### src/rtl/dart_pkg.sv
// Shared constants, state encodings and scoring helpers for the dart game sequencer.
package dart_pkg;

  typedef logic [1:0] state_t;

  localparam state_t ST_IDLE  = 2'd0;
  localparam state_t ST_ARMED = 2'd1;
  localparam state_t ST_EVAL  = 2'd2;
  localparam state_t ST_DONE  = 2'd3;

  localparam int unsigned PTS_W      = 3;
  localparam int unsigned MAX_POINTS = 5;
  localparam int unsigned SAT_W      = 16;

  // Points above MAX_POINTS come from unused PRBS codes and score nothing.
  function automatic logic [PTS_W-1:0] decode_points(input logic [PTS_W-1:0] pts);
    return (pts > PTS_W'(MAX_POINTS)) ? '0 : pts;
  endfunction

  // Adds decoded points to a total, clamping at max_total.
  function automatic logic [SAT_W-1:0] sat_add(input logic [SAT_W-1:0] total,
                                               input logic [PTS_W-1:0] pts,
                                               input logic [SAT_W-1:0] max_total);
    logic [SAT_W:0] sum;
    sum = {1'b0, total} + (SAT_W+1)'(decode_points(pts));
    if (sum > {1'b0, max_total}) return max_total;
    return sum[SAT_W-1:0];
  endfunction

endpackage

### src/rtl/dart_btn_edge.sv
// Per-bit button delay register with rising-edge detect; held buttons produce one rise.
module dart_btn_edge #(
  parameter int unsigned WIDTH = 3
) (
  input  logic             clk,
  input  logic             reset,
  input  logic [WIDTH-1:0] btn,
  output logic [WIDTH-1:0] rise_c
);

  logic [WIDTH-1:0] btn_q;

  always_ff @(posedge clk or posedge reset) begin
    if (reset) btn_q <= '0;
    else       btn_q <= btn;
  end

  assign rise_c = btn & ~btn_q;

endmodule

### src/rtl/dart_turn_controller.sv
// Dart game sequencer: turn/throw/round counting, button arbitration,
// saturating per-player totals and a serial end-of-game winner scan.
module dart_turn_controller
  import dart_pkg::*;
#(
  parameter int unsigned NUM_PLAYERS     = 3,
  parameter int unsigned THROWS_PER_TURN = 5,
  parameter int unsigned NUM_ROUNDS      = 2,
  parameter int unsigned SCORE_W         = 8
) (
  input  logic                   clk,
  input  logic                   reset,
  input  logic                   start,
  input  logic [NUM_PLAYERS-1:0] throw_btn,
  input  logic [2:0]             points,
  output logic                   throw_accept,
  output logic                   foul,
  output logic [1:0]             cur_player,
  output logic [2:0]             throw_idx,
  output logic [2:0]             round_idx,
  output logic                   busy,
  output logic                   game_over,
  output logic [1:0]             winner,
  output logic [SCORE_W-1:0]     winner_score,
  output logic                   tie,
  input  logic [1:0]             rd_sel,
  output logic [SCORE_W-1:0]     rd_score
);

  localparam logic [SCORE_W-1:0] SCORE_MAX = '1;

  state_t               state, state_nxt;
  logic [SCORE_W-1:0]   score [NUM_PLAYERS];
  logic [1:0]           eval_idx;
  logic [NUM_PLAYERS-1:0] rise_c;

  logic               cur_rise, other_rise;
  logic               accept_c, foul_c, clear_c;
  logic               turn_last, player_last, round_last;
  logic [SCORE_W-1:0] score_cur, score_next, eval_score;

  dart_btn_edge #(.WIDTH(NUM_PLAYERS)) u_btn_edge (
    .clk    (clk),
    .reset  (reset),
    .btn    (throw_btn),
    .rise_c (rise_c)
  );

  assign turn_last   = (throw_idx  == 3'(THROWS_PER_TURN - 1));
  assign player_last = (cur_player == 2'(NUM_PLAYERS - 1));
  assign round_last  = (round_idx  == 3'(NUM_ROUNDS - 1));

  // Operand muxes for the scoring datapath, the winner scan and readback.
  always_comb begin
    score_cur  = '0;
    eval_score = '0;
    rd_score   = '0;
    for (int i = 0; i < NUM_PLAYERS; i++) begin
      if (cur_player == 2'(i)) score_cur  = score[i];
      if (eval_idx   == 2'(i)) eval_score = score[i];
      if (rd_sel     == 2'(i)) rd_score   = score[i];
    end
  end

  assign score_next = SCORE_W'(sat_add(SAT_W'(score_cur), points, SAT_W'(SCORE_MAX)));

  always_ff @(posedge clk or posedge reset) begin
    if (reset) state <= ST_IDLE;
    else       state <= state_nxt;
  end

  // Next-state and control strobes.
  always_comb begin
    state_nxt  = state;
    accept_c   = 1'b0;
    foul_c     = 1'b0;
    clear_c    = 1'b0;
    cur_rise   = 1'b0;
    other_rise = 1'b0;
    for (int i = 0; i < NUM_PLAYERS; i++) begin
      if (cur_player == 2'(i)) cur_rise   = rise_c[i];
      else                     other_rise = other_rise | rise_c[i];
    end
    case (state)
      ST_IDLE, ST_DONE: begin
        if (start) begin
          clear_c   = 1'b1;
          state_nxt = ST_ARMED;
        end
      end
      ST_ARMED: begin
        accept_c = cur_rise;
        foul_c   = other_rise;
        if (cur_rise && turn_last && player_last && round_last) state_nxt = ST_EVAL;
      end
      ST_EVAL: begin
        if (eval_idx == 2'(NUM_PLAYERS - 1)) state_nxt = ST_DONE;
      end
      default: state_nxt = ST_IDLE;
    endcase
  end

  always_ff @(posedge clk or posedge reset) begin
    if (reset) begin
      throw_accept <= 1'b0;
      foul         <= 1'b0;
      busy         <= 1'b0;
      game_over    <= 1'b0;
      cur_player   <= '0;
      throw_idx    <= '0;
      round_idx    <= '0;
      winner       <= '0;
      winner_score <= '0;
      tie          <= 1'b0;
      eval_idx     <= '0;
      for (int i = 0; i < NUM_PLAYERS; i++) score[i] <= '0;
    end else begin
      throw_accept <= accept_c;
      foul         <= foul_c;
      busy         <= (state_nxt == ST_ARMED) || (state_nxt == ST_EVAL);
      game_over    <= (state_nxt == ST_DONE);
      if (clear_c) begin
        cur_player   <= '0;
        throw_idx    <= '0;
        round_idx    <= '0;
        winner       <= '0;
        winner_score <= '0;
        tie          <= 1'b0;
        eval_idx     <= '0;
        for (int i = 0; i < NUM_PLAYERS; i++) score[i] <= '0;
      end else if (accept_c) begin
        for (int i = 0; i < NUM_PLAYERS; i++) begin
          if (cur_player == 2'(i)) score[i] <= score_next;
        end
        if (turn_last) begin
          throw_idx <= '0;
          eval_idx  <= '0;
          // The final throw of the game holds player/round for the scan.
          if (!(player_last && round_last)) begin
            if (player_last) begin
              cur_player <= '0;
              round_idx  <= round_idx + 3'd1;
            end else begin
              cur_player <= cur_player + 2'd1;
            end
          end
        end else begin
          throw_idx <= throw_idx + 3'd1;
        end
      end else if (state == ST_EVAL) begin
        eval_idx <= eval_idx + 2'd1;
        // Player 0 seeds the scan; later players must strictly beat it to win.
        if (eval_idx == 2'd0) begin
          winner       <= '0;
          winner_score <= eval_score;
          tie          <= 1'b0;
        end else if (eval_score > winner_score) begin
          winner       <= eval_idx;
          winner_score <= eval_score;
          tie          <= 1'b0;
        end else if (eval_score == winner_score) begin
          tie <= 1'b1;
        end
      end
    end
  end

endmodule

### config.mk
export PLATFORM = sky130hd
export DESIGN_NAME = dart_turn_controller
export DESIGN_NICKNAME = d
export VERILOG_FILES = /design/src/rtl/dart_pkg.sv /design/src/rtl/dart_btn_edge.sv /design/src/rtl/dart_turn_controller.sv
export SDC_FILE = /design/constraint.sdc
export NUM_CORES = 1
export LEC_CHECK = 0
export ABC_AREA = 1
export BUFFER_PORTS_ARGS = -buffer_cell sky130_fd_sc_hd__buf_2
export CORE_ASPECT_RATIO = 1.75
export CORE_MARGIN = 10
export CORE_UTILIZATION = 45
export DETAILED_ROUTE_END_ITERATION = 6
export GPL_TIMING_DRIVEN = 0
export PLACE_DENSITY_LB_ADDON = 0.05
export RECOVER_POWER = 100
export SETUP_SLACK_MARGIN = 0.02
export SYNTH_ARGS = -nofsm -noshare
export SYNTH_HDL_FRONTEND = slang
export SYNTH_SLANG_ARGS = --single-unit
### constraint.sdc
create_clock -name clk -period 7.4 [get_ports clk]
set_clock_uncertainty 0.05 [all_clocks]
set_input_delay 1.48 -clock clk [delete_from_list [all_inputs] [get_ports clk]]
set_output_delay 1.48 -clock clk [all_outputs]
set_load 0.02 [all_outputs]
==> impl_results.md, run 1 <==
* Final Power at 0.00127 W
* CP Launch Type: input pin
* Leak pwr at 2.08 nW
* Antenna violations before repair at 0
* Area occupied by multi-input gates at 1880 um^2
* Pin count of the biggest net entering global routing at 44
* Fmax at 0.245 GHz
* Core area at 7910 um^2
* Peak supply drop at 0.161 mV
* Number of synthesized flops with an enable pin at 0
* Hold-fix buffers at CTS at 0
* Setup violators final at 0
* Nature of the critical path endpoint: output port
* Register area share after synthesis at 36.9%
* Syn. warnings at 0
* Critical Path AT at 2.55 ns
* Nets@finish at 580
* Remaining DRCs at 0
* Initial DRC Count at 154
* WP data required at 5.87 ns
* Via count at 3,322
* Critical path's slowest cell: nor2_1
* WHS at 0.431 ns
* Setup CP Type: input pin to output port
* Routed Antenna Nets at 0
* Die Span X at 88.2 um
* Period minus WS final at 4.08 ns
* # port buffers at 41
* Synth top area share at 36.9%
* Largest area contributor in the netlist: dfrtp_1
* RSZ-0062 raised after global routing: false
* Netlist cell types at 41
* Peak fanout along the critical path at 8
* H-tree levels at 2
* Hold WC Path Type: register to register
* Crit path cell chain: buf_2, nor2_1, nand2_1, nand3_1, clkbuf_1
* Area Overhead vs Synth at 8.85%
* Tcrit/Tclk final at 55.2%
* Maxcap violations at 1
* Worst-margin pin slew at 2.26 ns
* Fin Setup TNS at 0 ns
* Cells after synthesis at 498
* Ant diodes at 0
* Fillers at 843
* Clock Tree Buf Depth at 2
* Placer Congestion at 0.873
* DIE AREA at 12,300 um^2
* Final Util at 50.4%
* DRT Wirelength at 9.82 mm
* Die span in y at 139 um
* Detail Placement HPWL at 7.99 mm
* Largest cells by area after synthesis: dfrtp_1, nand2_1, ha_1
* DR WL/cell at 15.4 um
* Failing checks: capacitance limit, slew limit
* Total GRT Usage at 16.3%
* Final hold viol count at 0
* Clock latency at the later pin of the worst-skew pair at 0.29 ns
* Largest stage delay, worst path at 0.49 ns
* Commonest non-fill, non-tap cell in the layout: nand2_1
* Starting Density at 46.3%
* Root buf cell: clkbuf_16
* Outcome: finished with violations
* Slew Viols, Final at 44
* First-pass GRT wire length at 15.9 mm
* Post-synthesis instance area at 3660 um^2
* Pre-antenna DRT Iters at 4
* Share of cells above drive strength 1 at 8.23%
* Clk slew on worst S/H paths at 0.07 ns
* #FFs+latches synth at 54
* Syn nets at 531
* I/O pin count at 42
* Vias per inst at 5.22
* Pwr dens at 319 nW/um^2
* Mean post-synth cell area at 7.35 um^2
* Register area at 1350 um^2
* Post-CTS setup buffers at 0
* Number of global-route vias before repair at 3,140
* Slew HR at -50.7%
* CTS tree: done
* Post-CTS sizing at 0
* GRT Residual Overflow at 0
* CTS Buf Count at 5
* Synth Flop Type: dfrtp_1
* Most frequent cells in the layout: nand2_1, inv_1, dfrtp_1
* # rows at 43
* CTS sink count at 54
* Share of async-settable or async-resettable flops after synthesis at 100%
synth_stat cells, types with 2 or more instances:
| cell type | instances |
|---|---|
| dfrtp_1 | 54 |
| buf_2 | 2 |
| o21ai_0 | 27 |
| o211ai_1 | 7 |
| inv_1 | 62 |
| nand3_1 | 47 |
| nand3_2 | 2 |
| nand4_1 | 5 |
| clkbuf_1 | 2 |
| o21ai_2 | 4 |
| nor2_2 | 7 |
| ha_1 | 21 |
| a21oi_4 | 3 |
| nand2_2 | 9 |
| inv_2 | 3 |
| a21oi_1 | 20 |
| buf_6 | 3 |
| nand2_1 | 166 |
| nor2_8 | 2 |
| nor2_1 | 26 |
| o21ai_1 | 6 |
worst max-delay path: cells and delay by family:
kind,cells,cell delay (ns)
buffers and inverters,2,0.36
and+or+nand+nor,3,0.72
power breakdown:
group	internal, W	switching [W]	total (W)
Sequential	0.000375	0.0000740	0.000449
Combinational	0.000187	0.000403	0.000590
Clock	0.000124	0.000106	0.000230
registers in the layout, summed over array words and instances, names as in the netlist:
signal,cells
round_idx,3
throw_accept,1
throw_idx,3
state,2
eval_idx,2
cur_player,2
winner,2
tie,1
u_btn_edge.btn_q,3
busy,1
winner_score,8
foul,1
game_over,1
score,24
cell type report:
type,instances,share of cell area [%]
clock buffer,5,3.14
tap,90,2.83
inverter,68,6.78
multi-input combinational,367,47.2
sequential,54,33.9
clock inverter,2,0.377
timing repair buffer,42,4.21
buffer,9,1.54
cell families after synthesis:
family                     share of synthesized area, %
and+or+nand+nor                                    33.8
buffers and inverters                              9.09
AOI/OAI and AO/OA                                  12.2
DFF                                                36.9
adders and majority gates                          7.72
xor gates and xnor gates                          0.239
through the flow:
stage	instances	area, um^2	setup slack [ns]
2_1_floorplan	498	3660	3.81
5_1_grt	637	3990	3.13
4_1_cts	637	4140	3.40
3_5_place_dp	630	4000	3.40
6_report	637	3990	3.32
3_3_place_gp	629	3980	3.43
layer usage:
| layer | wire length [um] | track usage [%] |
|---|---|---|
| met2 | 5600 | 31.7 |
| met1 | 3640 | 16.6 |
| met3 | 403 | 2.45 |
| met4 | 172 | 4.98 |
| met5 | 0 | 0 |
path summary, 6_finish.rpt:
path	from	end	slack, ns	depth (start not counted)
max in group asynchronous	reset	score[6]	3.68	3
setup / recovery	rd_sel[1]	rd_score[4]	3.32	5
setup reg to reg	eval_idx[0]	winner[1]	4.23	14
hold / removal	winner[0]	winner[0]	0.43	2
hold reg to reg	winner[0]	winner[0]	0.43	2
min in group asynchronous	reset	winner[0]	1.14	2
No activity file was read; power rests on OpenSTA's default activity.
==> inputs of run 2 (changes only) <==
--- a/config.mk
+++ b/config.mk
@@ -5,7 +5,7 @@
 export SDC_FILE = /design/constraint.sdc
 export NUM_CORES = 1
 export LEC_CHECK = 0
-export ABC_AREA = 1
+export ABC_AREA = 0
 export BUFFER_PORTS_ARGS = -buffer_cell sky130_fd_sc_hd__buf_2
 export CORE_ASPECT_RATIO = 1.75
 export CORE_MARGIN = 10
==> constraint.sdc (replaced) <==
create_clock -name clk -period 3.45 [get_ports clk]
set_clock_uncertainty 0.05 [all_clocks]
set_input_delay 0.69 -clock clk [delete_from_list [all_inputs] [get_ports clk]]
set_output_delay 0.69 -clock clk [all_outputs]
set_load 0.02 [all_outputs]
==> impl_results.md, run 2 <==
* Outcome: finished with violations
* Failing checks: capacitance limit, slew limit
* Initial DRC Count at 163 (+5.8%)
* WP data required at 3.57 ns (-2.30 ns)
* # rows at 42 (-2.3%)
* Setup violators final at 0 (unchanged)
* Die span in y at 136 um (-2.6%)
* Mean post-synth cell area at 9.19 um^2 (+25%)
* Syn. warnings at 0 (unchanged)
* Vias per inst at 5.56 (+6.6%)
* Leak pwr at 1.71 nW (-18%)
* Crit path cell chain: buf_6, clkbuf_1, mux2i_1, o21ai_0, ha_1, inv_1, fa_1, inv_1, a21o_1, nand4_1, mux2_4, mux2i_1, nor2_1
* DRT Wirelength at 8.98 mm (-8.6%)
* Syn nets at 408 (-23%)
* Core area at 7510 um^2 (-5.0%)
* CTS Buf Count at 5 (unchanged)
* H-tree levels at 2 (unchanged)
* GRT Residual Overflow at 0 (unchanged)
* DIE AREA at 11,700 um^2 (-4.8%)
* Pwr dens at 544 nW/um^2 (+71%)
* Tcrit/Tclk final at 93.1%
* Largest area contributor in the netlist: dfrtp_1
* Fmax at 0.311 GHz
* Most frequent cells in the layout: dfrtp_1, nand2_1, clkbuf_1
* Die Span X at 86.2 um (-2.3%)
* Met2 usage at 27.3% (-4.4 points)
* Register area share after synthesis at 39.2% (+2.3 points)
* Critical path's slowest cell: clkbuf_1
* Synth top area share at 39.2% (+2.3 points)
* Cells after synthesis at 375 (-25%)
* Internal at 0.00140 W (+100%)
* Most frequent cell after synthesis: dfrtp_1
* Placement-stage cell area at 3780 um^2 (-5.6%)
* Root buf cell: clkbuf_16
* Pre-antenna DRT Iters at 4 (unchanged)
* Final Power at 0.00214 W (+68%)
* CTS sink count at 54 (unchanged)
* Max reg flops at 24 (unchanged)
* Sw frac at 34.6% (-11 points)
* Design area at 3930 um^2 (-1.5%)
* CTS tree: done
* Starting Density at 45.9% (-0.44 points)
* Reg2Reg Depth at 13 (-1)
* Final Util at 52.2% (+1.8 points)
* Netlist cell types at 57 (+39%)
* Largest stage delay, worst path at 0.54 ns (+0.05 ns)
* Sw Pwr at 0.000739 W (+27%)
* Final hold viol count at 0 (unchanged)
* Antenna violations before repair at 0 (unchanged)
* Share of cells above drive strength 1 at 10.8% (+2.6 points)
* Setup CP Type: register to register
* Clk pwr share at 31.3% (+13 points)
* Synth Flop Type: dfrtp_1
* Nature of the critical path endpoint: register
* FF-to-FF End: score[22]
* Met3 GRT Util at 2.95% (+0.50 points)
* Nets@finish at 457 (-21%)
* Reg2reg setup slack at 0.24 ns (-3.99 ns)
* CP top delay family: buffers and inverters
* Clock latency at the later pin of the worst-skew pair at 0.30 ns (about the same)
* Fin Setup TNS at 0 ns (unchanged)
* CP Launch Type: register
* Comb pwr share at 33.9% (-13 points)
* Total GRT Usage at 15.7% (-0.58 points)
* Maxcap violations at 1 (unchanged)
* Share of async-settable or async-resettable flops after synthesis at 100% (unchanged)
* Hold WC Path Type: input pin to asynchronous set/reset pin
* Clk slew on worst S/H paths at 0.07 ns (about the same)
* Top post-synthesis cells by count: dfrtp_1, nand2_1, o21ai_0
* Post-synthesis instance area at 3450 um^2 (-5.9%)
* Number of synthesized flops with an enable pin at 0 (unchanged)
* Placer Congestion at 0.870 (-0.32%)
* Met1 Track Usage GR at 18.6% (+2.0 points)
* Clock Tree Buf Depth at 2 (unchanged)
* Critical path depth in cells at 13 (+8)
* Number of global-route vias before repair at 2,846 (-9.4%)
* Largest registers: score (24), winner_score (8)
* I/O pin count at 42 (unchanged)
* Commonest non-fill, non-tap cell in the layout: dfrtp_1
* Remaining DRCs at 0 (unchanged)
* Worst-margin pin slew at 2.01 ns (-0.247 ns)
* Pin count of the biggest net entering global routing at 37 (-16%)
* Detail Placement HPWL at 6.89 mm (-14%)
* Slew Viols, Final at 37 (-16%)
* Buffers and inverters on the worst path at 4 (+2)
* Proportion of power drawn by flip-flops and latches at 34.8% (-0.6 points)
* Critical Path AT at 3.33 ns (+0.78 ns)
* WHS at 0.431 ns (+0.000455 ns)
* Fillers at 707 (-16%)
* DR WL/cell at 17.5 um (+14%)
* First-pass GRT wire length at 14.8 mm (-7.4%)
* Largest cells by area after synthesis: dfrtp_1, ha_1, mux2i_1
* Reg with most FFs: score
* Peak fanout along the critical path at 10 (+2)
* GR peak layer: met2
* Routed Antenna Nets at 0 (unchanged)
* # port buffers at 40 (-2.4%)
* Peak supply drop at 0.230 mV (+43%)
* Via count at 2,853 (-14%)
* Worst R2R Start: cur_player[1]
* #FFs+latches synth at 54 (unchanged)
* Slew HR at -34.2% (+16 points)
* Ant diodes at 0 (unchanged)
* Period minus WS final at 3.21 ns
* Area Overhead vs Synth at 13.9%
* RSZ-0062 raised after global routing: false
==> run 2: changes by cell type after synthesis, sizes merged, moves of 5 or more <==
cell	change
mux2i	+26
inv	-44
clkbuf	+9
nor2	-6
nor2b	+8
nand3	-44
o211ai	-6
nand2b	+5
a21oi	+10
a22o	+8
nand2	-132
==> run 2: worst max-delay path by stage <==
stage / slack [ns] / to / startpoint
floorplan: 0.41 / winner[0] / eval_idx[1]
global placement: -0.27 / winner[0] / eval_idx[1]
detailed placement: -0.29 / winner[1] / eval_idx[1]
CTS: 0.07 / winner[0] / eval_idx[1]
global route: 0.02 / score[22] / cur_player[1]
finish: 0.24 / score[22] / cur_player[1]
==> run 2: cell type report <==
| type | count | area [um^2] | area share (%) |
|---|---|---|---|
| clock buffers | 6 | 139 | 3.54 |
| well taps | 88 | 110 | 2.81 |
| inverters | 24 | 90.1 | 2.30 |
| multi-input cells | 278 | 1900 | 48.3 |
| flip-flops and latches | 54 | 1350 | 34.4 |
| repair buffers | 43 | 175 | 4.46 |
| plain buffers | 18 | 104 | 2.65 |
| clock inverters | 2 | 60.1 | 1.53 |
==> run 2: power by group through the flow <==
stage	Sequential (W)	Combinational (W)	Clock (W)
4_1_cts	0.000741	0.000739	0.000684
3_5_place_dp	0.000753	0.000733	0
5_1_grt	0.000750	0.000814	0.000702
2_1_floorplan	0.000765	0.000525	0
6_report	0.000743	0.000725	0.000668
3_3_place_gp	0.000751	0.000723	0
==> run 2: cell families (layout without fill, tap and decap cells) <==
| family | after synthesis | after routing | share of synthesized area, % |
|---|---|---|---|
| simple gates | 115 | 115 | 17.3 |
| compound gates | 107 | 107 | 19.6 |
| mux | 30 | 30 | 8.97 |
| flops | 54 | 54 | 39.2 |
| fa+ha+maj | 22 | 22 | 8.21 |
| buf+inv | 43 | 93 | 5.66 |
| xor+xnor | 4 | 4 | 1.02 |
==> run 2: timing repair <==
item                                    4_1_cts  5_1_grt
hold buffers                                  0        0
hold endpoints to repair                      0        0
buffers inserted                              0        2
gates cloned                                  0        0
gates resized for setup                       4        5
endpoints found under the setup margin       10        2
==> run 2: metrics by stage <==
stage	std cells	worst slack, ns
2_1_floorplan	375	0.413
3_3_place_gp	503	-0.270
3_5_place_dp	504	-0.286
4_1_cts	511	0.0721
5_1_grt	513	0.0249
6_report	513	0.238
==> run 2: per-layer routing <==
| metal | share of wire, % | vias to the layer above |
|---|---|---|
| li1 | - | 1410 |
| met1 | 42 | 1387 |
| met2 | 53 | 49 |
| met4 | 1.5 | 0 |
| met3 | 3.8 | 7 |
| met5 | 0 | - |
==> inputs of run 3 (changes only) <==
--- a/config.mk
+++ b/config.mk
@@ -6,11 +6,11 @@
 export NUM_CORES = 1
 export LEC_CHECK = 0
 export ABC_AREA = 0
-export BUFFER_PORTS_ARGS = -buffer_cell sky130_fd_sc_hd__buf_2
 export CORE_ASPECT_RATIO = 1.75
 export CORE_MARGIN = 10
 export CORE_UTILIZATION = 45
 export DETAILED_ROUTE_END_ITERATION = 6
+export DONT_BUFFER_PORTS = 1
 export GPL_TIMING_DRIVEN = 0
 export PLACE_DENSITY_LB_ADDON = 0.05
 export RECOVER_POWER = 100
==> impl_results.md, run 3 (synthesized netlist as in run 2, its figures left out) <==
* Outcome: finished with violations
* Failing checks: capacitance limit, slew limit
* H-tree levels at 2 (unchanged)
* CP top delay family: simple AND/OR/NAND/NOR gates
* Final Power at 0.00202 W (-5.6%)
* Fin cells at 473 (-7.8%)
* FF-to-FF End: winner[1]
* Nature of the critical path endpoint: register
* Root buf cell: clkbuf_16
* Proportion of power drawn by flip-flops and latches at 38.2% (+3.4 points)
* Area occupied by multi-input gates at 1890 um^2 (-0.26%)
* DP Cell Count at 464 (-7.9%)
* Maxcap violations at 1 (unchanged)
* DP Worst Slack at -0.261 ns (+0.0252 ns)
* First-pass GRT wire length at 14.9 mm (+1.1%)
* CTS sink count at 54 (unchanged)
* Sw frac at 36.1% (+1.5 points)
* Starting Density at 45.9% (unchanged)
* Tcrit/Tclk final at 93.9% (+0.77 points)
* Most frequent cells in the layout: dfrtp_1, nand2_1, o21ai_0
* Reg with most FFs: score
* Fmax at 0.309 GHz (-0.82%)
* Share of cells above drive strength 1 at 9.09% (-1.7 points)
* Buffers and inverters on the worst path at 2 (-2)
* Worst-margin pin slew at 1.99 ns (-0.0247 ns)
* Register area at 1350 um^2 (unchanged)
* Largest registers: score (24), winner_score (8)
* DR WL/cell at 19.3 um (+10%)
* Worst Slack Setup Final at 0.212 ns (-0.0264 ns)
* Core area at 7510 um^2 (unchanged)
* WP data required at 3.58 ns (about the same)
* Slew Viols, Final at 37 (unchanged)
* CP Launch Type: register
* Ant diodes at 0 (unchanged)
* Clock latency at the later pin of the worst-skew pair at 0.29 ns (about the same)
* Comb pwr share at 33.8% (about the same)
* Initial DRC Count at 89 (-45%)
* Cell mode on critical path: a21oi_1
* Slew HR at -32.6% (+1.6 points)
* Area Overhead vs Synth at 8.32%
* Remaining DRCs at 0 (unchanged)
* Setup violators final at 0 (unchanged)
* Leak pwr at 1.62 nW (-5.1%)
* DIE AREA at 11,700 um^2 (unchanged)
* CP startpoint: eval_idx[0]
* # rows at 42 (unchanged)
* Final hold viol count at 0 (unchanged)
* Max reg flops at 24 (unchanged)
* Pin count of the biggest net entering global routing at 37 (unchanged)
* Worst R2R Start: eval_idx[0]
* Internal at 0.00129 W (-7.7%)
* CTS Buf Count at 5 (unchanged)
* Peak supply drop at 0.284 mV (+23%)
* Design area at 3730 um^2 (-4.9%)
* Reg2Reg Depth at 13 (unchanged)
* Routed Antenna Nets at 0 (unchanged)
* Number of global-route vias before repair at 2,752 (-3.3%)
* Sw Pwr at 0.000728 W (-1.5%)
* Total GRT Usage at 16.0% (+0.27 points)
* Critical Path AT at 3.37 ns (+0.04 ns)
* Critical path's slowest cell: dfrtp_1
* Die Span X at 86.2 um (unchanged)
* WHS at 0.334 ns (-0.0971 ns)
* GRT Residual Overflow at 0 (unchanged)
* Reg2reg setup slack at 0.21 ns (-0.03 ns)
* Clock Tree Buf Depth at 2 (unchanged)
* Largest stage delay, worst path at 0.42 ns (-0.12 ns)
* Via count at 2,701 (-5.3%)
* Placer Congestion at 0.859 (-1.3%)
* Clk pwr share at 28.0% (-3.3 points)
* CTS tree: done
* Fillers at 730 (+3.3%)
* RSZ-0062 raised after global routing: false
* Antenna violations before repair at 0 (unchanged)
* Pwr dens at 540 nW/um^2 (-0.73%)
* Die span in y at 136 um (unchanged)
* DRT Wirelength at 9.11 mm (+1.5%)
* Nets@finish at 417 (-8.8%)
* Peak fanout along the critical path at 10 (unchanged)
* Period minus WS final at 3.24 ns (+0.0264 ns)
* Clk slew on worst S/H paths at 0.07 ns (about the same)
* Vias per inst at 5.71 (+2.7%)
* # port buffers at 0 (-100%)
* Crit path cell chain: inv_1, ha_1, buf_2, nand2_1, nor2_1, a21oi_1, o21ai_0, ha_1, a21oi_1, a21oi_1, nor4_4, nand3b_4, mux2_2
* I/O pin count at 42 (unchanged)
* Pre-antenna DRT Iters at 4 (unchanged)
* Placement-stage cell area at 3580 um^2 (-5.3%)
* Detail Placement HPWL at 6.91 mm (+0.23%)
* Hold-fix buffers at CTS at 0 (unchanged)
* Commonest non-fill, non-tap cell in the layout: dfrtp_1
* Setup CP Type: register to register
* Hold WC Path Type: input pin to asynchronous set/reset pin
run 3: cell count changes in the layout (fill, tap and decap cells not counted), sizes merged:
cell	before	now
bufinv	2	1
clkinv	0	2
clkbuf	51	16
buf	16	10
run 3: worst max path at each step:
stage	endpoint	cells after the start
6_report	winner[1]	13
5_1_grt	winner[0]	14
4_1_cts	winner[1]	12
3_5_place_dp	winner[1]	13
3_3_place_gp	winner[1]	13
2_1_floorplan	winner[0]	14
run 3: timing repair:
item,4_1_cts,5_1_grt
gates resized for setup,4,7
buffers inserted,0,2
endpoints found under the setup margin,10,5
run 3: layout make-up:
| cell class | count | area share (%) |
|---|---|---|
| Timing Repair Buffer | 3 | 0.503 |
| Clock buffer | 5 | 3.35 |
| Buffer | 18 | 2.85 |
| Sequential cell | 54 | 36.2 |
| Multi-Input combinational cell | 278 | 50.7 |
| Inverter | 24 | 2.41 |
| Tap cell | 88 | 2.95 |
| Clock inverter | 3 | 1.07 |
run 3: through the flow:
step                setup TNS [ns]  util (%)
finish                           0      49.7
global route                     0      49.7
floorplan                        0         -
CTS                              0      49.8
global placement            -0.669      47.3
detailed placement          -0.872      47.6
run 3: power groups by stage:
stage	logic [W]	clock network, W	registers [W]
floorplan	0.000525	0	0.000765
global route	0.000765	0.000603	0.000778
global placement	0.000669	0	0.000782
detailed placement	0.000681	0	0.000783
finish	0.000682	0.000565	0.000770
CTS	0.000686	0.000584	0.000771
run 3: layer usage:
| metal | vias to the layer above | track usage [%] | wire [um] |
|---|---|---|---|
| li1 | 1327 | - | - |
| met1 | 1298 | 17.9 | 3540 |
| met2 | 64 | 28.6 | 4830 |
| met3 | 12 | 3.73 | 537 |
| met4 | 0 | 5.24 | 199 |
| met5 | - | 0 | 0 |
run 3: worst reg2reg max path, delay by kind of cell, from the launching register on:
family / cells / cell delay (ns)
multiplexers: 1 / 0.34
flip-flops: 1 / 0.42
buffers and inverters: 2 / 0.38
adder cells (fa/ha/maj): 2 / 0.52
AND/OR/NAND/NOR: 4 / 0.75
AO/OA/AOI/OAI: 4 / 0.68
